<file path="src/rtl/plaintext_bit_loader.sv">
// Manual plaintext entry: edge-detects two entry lines into bit strobes and shifts them MSB-first
// into a plaintext word. The word is then offered downstream over a valid/ready handshake.
module plaintext_bit_loader #(
    parameter int WORD_W = 8,
    parameter int CNT_W  = 4
) (
    input  logic              clk,
    input  logic              rst,
    input  logic              bit1,
    input  logic              bit2,
    input  logic              clear,
    input  logic              pt_ready,
    output logic [WORD_W-1:0] pt_word,
    output logic              pt_valid,
    output logic [CNT_W-1:0]  bit_count,
    output logic              overrun
);

    typedef enum logic [0:0] {
        COLLECT = 1'b0,
        HOLD    = 1'b1
    } state_t;

    state_t              state_reg, state_next;
    logic [WORD_W-1:0]   pt_word_reg, pt_word_next;
    logic                pt_valid_reg, pt_valid_next;
    logic [CNT_W-1:0]    bit_count_reg, bit_count_next;
    logic                overrun_reg, overrun_next;
    logic                flag_q_reg;
    logic                flag;
    logic                ent;

    assign flag = bit1 | bit2;
    assign ent  = flag & ~flag_q_reg;

    always_comb begin
        state_next     = state_reg;
        pt_word_next   = pt_word_reg;
        pt_valid_next  = pt_valid_reg;
        bit_count_next = bit_count_reg;
        overrun_next   = overrun_reg;

        if (clear) begin
            state_next     = COLLECT;
            pt_word_next   = '0;
            pt_valid_next  = 1'b0;
            bit_count_next = '0;
            overrun_next   = 1'b0;
        end else begin
            case (state_reg)
                COLLECT: begin
                    if (ent) begin
                        // bit1 wins when both lines rise together
                        pt_word_next   = {pt_word_reg[WORD_W-2:0], bit1};
                        bit_count_next = bit_count_reg + CNT_W'(1);
                        if (bit_count_reg == CNT_W'(WORD_W - 1)) begin
                            state_next    = HOLD;
                            pt_valid_next = 1'b1;
                        end
                    end
                end
                HOLD: begin
                    // Entries are never queued behind a pending word; they are lost and flagged.
                    if (ent) begin
                        overrun_next = 1'b1;
                    end
                    if (pt_ready) begin
                        state_next     = COLLECT;
                        pt_word_next   = '0;
                        pt_valid_next  = 1'b0;
                        bit_count_next = '0;
                    end
                end
                default: begin
                    state_next = COLLECT;
                end
            endcase
        end
    end

    always_ff @(posedge clk) begin
        if (rst) begin
            state_reg     <= COLLECT;
            pt_word_reg   <= '0;
            pt_valid_reg  <= 1'b0;
            bit_count_reg <= '0;
            overrun_reg   <= 1'b0;
            // A line held high through reset must not produce a bit afterwards.
            flag_q_reg    <= 1'b1;
        end else begin
            state_reg     <= state_next;
            pt_word_reg   <= pt_word_next;
            pt_valid_reg  <= pt_valid_next;
            bit_count_reg <= bit_count_next;
            overrun_reg   <= overrun_next;
            flag_q_reg    <= flag;
        end
    end

    assign pt_word   = pt_word_reg;
    assign pt_valid  = pt_valid_reg;
    assign bit_count = bit_count_reg;
    assign overrun   = overrun_reg;

endmodule

</file>
<file path="config.mk">
export PLATFORM = sky130hd
export DESIGN_NAME = plaintext_bit_loader
export DESIGN_NICKNAME = d
export VERILOG_FILES = /design/src/rtl/plaintext_bit_loader.sv
export SDC_FILE = /design/constraint.sdc
export NUM_CORES = 1
export LEC_CHECK = 0
export BUFFER_PORTS_ARGS = -buffer_cell sky130_fd_sc_hd__buf_4
export CAP_MARGIN = 5
export CORE_MARGIN = 4
export CORE_UTILIZATION = 48
export CTS_CLUSTER_SIZE = 28
export DETAILED_ROUTE_END_ITERATION = 7
export PLACE_DENSITY = 0.8
export SYNTH_ARGS = -nofsm -noshare
export SYNTH_HDL_FRONTEND = slang
export SYNTH_SLANG_ARGS = --single-unit
</file>
<file path="constraint.sdc">
create_clock -name clk -period 1.8 [get_ports clk]
set_input_delay 0.09 -clock clk [delete_from_list [all_inputs] [get_ports clk]]
set_output_delay 0.09 -clock clk [all_outputs]
set_load 0.05 [all_outputs]
</file>
# After elaboration in Yosys (flattened, before gate mapping)
# Cells that the tools add are included.
# W data, S select, Z words.
[word_totals]
in_bits = 6
word_cells = 33
ff_bits = 16
output_inout_bits = 14
[classes]
n_mux = 14
n_bitwise = 4
n_eq_ne = 4
reduce_logical = 4
addsub = 1
[op_table]
columns = ["cell", "count"]
rows = [
  ["$mux W8", 2],
  ["$pmux W8 S2", 1],
  ["$mux W4", 2],
  ["$pmux W4 S2", 1],
  ["$mux W1", 6],
  ["$ne A2 B2 Y1 const B", 3],
  ["$add A4 B1 Y4 const B", 1],
  ["$eq A4 B3 Y1 const B", 1],
  ["$pmux W1 S2", 2],
  ["$reduce_and A2 Y1", 2],
  ["$reduce_and A3 Y1", 1],
  ["$not A1 Y1", 2],
  ["$reduce_or A2 Y1", 1],
  ["$and A1 B1 Y1", 1],
  ["$or A1 B1 Y1", 1],
]

# Depth between registers and ports, before layout
[depth]
ltp_word = 4
ltp_mapped = 5
depth_no_buf = 4

# Worst setup path before layout
# No wires, ideal clock.
[synth_path]
path_kind = "reg2reg"
start = "register bit_count_reg[0] (netlist: bit_count[0])"
end = "register bit_count_reg[2] (netlist: bit_count[2])"
period_less_slack_ns = 1.729
t_arrival_ns = 1.643
stages_incl_launch_ff = 5
required_time_ns = 1.714
path_buffers = 0
slack_ns = 0.071
cell_sequence = "dfxtp_1 ha_1 inv_1 or4_1 a221oi_2"
[synth_via]
elab_chain_len = 3
[synth_lines]
columns = ["item", "line", "source"]
rows = [
  ["start: declaration", "27", "logic [CNT_W-1:0] bit_count_reg, bit_count_next;"],
  ["start signal: assignment", "94", "bit_count_reg <= bit_count_next;"],
  ["$add A4 B1 Y4", "55", "bit_count_next = bit_count_reg + CNT_W'(1);"],
  ["$mux W4", "52", "if (ent) begin"],
  ["$pmux W4 S2", "50", "case (state_reg)"],
]
# No other way between the ends. The select of a mux whose other input is x is not followed.
# A chain may end at the register's enable or synchronous reset.

# Final worst setup path
# Ends and elaborated chain as after synthesis.

==> metrics.md <==
| Metric | Value |
|---|---|
| Outcome | `finished clean` |
| Post-synth ARST share | `0%` |
| Bufs on Longest Clock Path | `2` |
| Final Max Tran Viols | `0` |
| Synthesized Nets | `85` |
| CP max FO | `5` |
| Commonest cells after routing, fill and taps aside | `buf_4 (21), dfxtp_1 (16), a21oi_1 (13)` |
| Die Wd | `46.0 um` |
| Die Height | `46.0 um` |
| H-tree lvl count | `1` |
| Die ar. | `2120 sq um` |
| Core area | `1330 sq um` |
| Max-cap check violation count | `0` |
| DR iter-0 viols | `6` |
| # fillers | `125` |
| Worst-path clk slew | `0.09 ns` |
| Starting density of the core | `52.1%` |
| RSZ-0062 raised after global routing | `false` |
| Max VDD drop | `0.000812 V` |
| Mapped Area | `694 sq um` |
| Post-synth EDFFs | `0` |
| Total routed wirelength | `1560 um` |
| CP required | `2.01 ns` |
| P_leak | `0.000325 uW` |
| Crit end category | `register` |
| Global-route wire length before repair | `2330 um` |
| Post-route setup TNS | `0 ns` |
| Layout Skew | `0.000605 ns` |
| Root Driver | `clkbuf_4` |
| Core Util, Final | `66.8%` |
| Resized cells post-CTS | `0` |
| Remaining Overflow, GRT | `0` |
| Register area | `320 sq um` |
| Hold crit path type | `in2reg` |
| CTS tree | `yes` |
| Period utilisation layout | `79.4%` |
| Slowest stage delay, CP | `0.49 ns` |
| Vias in the first global route | `533` |
| Buffers on Ports | `19` |
| Crit path cell chain | `ha_1 > inv_1 > or4_1 > a221oi_2` |
| Worst slew margin | `64.0%` |
| Share of cells above drive strength 1 | `29.9%` |
| Most used flip-flop cell after synthesis | `dfxtp_1` |
| Yosys cell types | `25` |
| Antenna-violating nets left | `0` |
| Setup Crit Path Kind | `reg2reg` |
| CTS Buf Count | `3` |
| DP HPWL | `1090 um` |
| Largest net degree at the start of global routing | `16` |
| I/O pin cnt | `20` |
| Power Density | `708 nW/um^2` |
| Layout overhead on the synthesized area | `28.3%` |
| CP startpoint kind | `register` |
| Clock tree sinks | `16` |
| Clk_lat worst skew | `0.28 ns` |
| Gpl congestion | `0.730` |
| Crit path time final | `1.43 ns` |
| Family with the most delay on the worst path | `simple AND/OR/NAND/NOR gates` |
| Sequential fraction of the synthesis area | `46.1%` |
| Max reg flops | `8` |
| CP Data Arrival Time | `1.64 ns` |
| Reg2reg setup slack | `0.37 ns` |
| Total global-route track usage | `15.5%` |
| Final setup fails | `0` |
| DRC viols | `0` |
| Worst Max-Slew Pin Slew | `0.540 ns` |
| Final hold vios | `0` |
| Synth warn | `0` |
| Multi-input gate area | `330 sq um` |
| Fin nets | `105` |
| Initial antenna violation count | `0` |
| Drt first pass iters | `5` |
| Vias per cell | `5.97` |
| Post-Syn Instances | `78` |
| Commonest non-fill, non-tap cell in the layout | `buf_4` |
| CP bufs+invs | `1` |
| Critical-path top delay cell | `or4_1` |
| Min Hold Slack | `0.0170 ns` |
| Row count | `13` |
| Fmax | `0.700 GHz` |
| # diodes | `0` |
| Avg WL per Cell | `13.9 um` |
| Register bit total from synthesis | `16` |
| Post-Syn Area per Cell | `8.90 sq um` |
| Vias post-DR | `669` |
[cells in the mapped netlist, types with 2 or more instances]
library cell,instances,share of area [%]
clkbuf_1,2,1.1
inv_1,2,1.1
nand3_1,9,6.5
nand2_1,2,1.1
buf_2,5,3.6
a21oi_1,13,9.4
o211ai_1,10,11
or3_1,3,2.7
dfxtp_1,16,46
[report_power, final]
| group | leakage (uW) | total (uW) | internal [uW] | switching (uW) |
|---|---|---|---|---|
| clock | 0.0000210 | 238 | 123 | 115 |
| sequential | 0.000129 | 356 | 355 | 0.963 |
| combinational | 0.000175 | 35.6 | 15.8 | 19.8 |
| total | 0.000325 | 630 | 494 | 136 |
[per-stage QoR]
stage / cells / setup WS, ns / total power [uW] / area (sq um)
final: 112 / 0.371 / 630 / 891
after global routing: 112 / 0.320 / 657 / 891
after CTS: 112 / 0.372 / 639 / 891
after detailed placement: 106 / 0.388 / 396 / 835
after global placement: 106 / 0.435 / 396 / 835
after floorplan: 78 / 0.0708 / 383 / 694
[per-layer routing]
layer	share of wire [%]	routed length, um	vias up	GRT usage [%]
li1	-	-	330	-
met1	44	693	316	19.3
met2	48	754	21	24.7
met3	6.3	99	2	6.32
met4	0.77	12	0	3.41
met5	0	0	-	0
[worst reg2reg max path, cell delays in order, from the launching register on]
cell and delay (ns):
dfxtp_1 0.39, ha_1 0.18, inv_1 0.05, or4_1 0.49, a221oi_2 0.23
[cell families after synthesis]
| logic type | after synthesis | share of synthesized area, % |
|---|---|---|
| DFF | 16 | 46.1 |
| buffers and inverters | 10 | 6.31 |
| and+or+nand+nor | 21 | 16.4 |
| AOI/OAI and AO/OA | 30 | 29.4 |
| adders and majority gates | 1 | 1.80 |
[final cells by class]
class | count | share of cell area, %
clock buffer | 4 | 4.07
inverter | 2 | 0.843
multi-input combinational | 52 | 37.1
sequential | 16 | 36.0
tap | 15 | 2.11
timing repair buffer | 23 | 19.9
[repair_timing]
item | 4_1_cts | 5_1_grt
buffers inserted | 0 | 0
hold buffers | 2 | 0
endpoints found under the hold margin | 2 | 0
[path summary, 6_finish.rpt]
check                     from            to  cells past startpoint
setup / recovery  bit_count[0]  bit_count[2]                      4
hold / removal            bit2    flag_q_reg                      2
setup reg to reg  bit_count[0]  bit_count[2]                      4
hold reg to reg       pt_valid      pt_valid                      2
No activity file was read; power rests on OpenSTA's default activity.
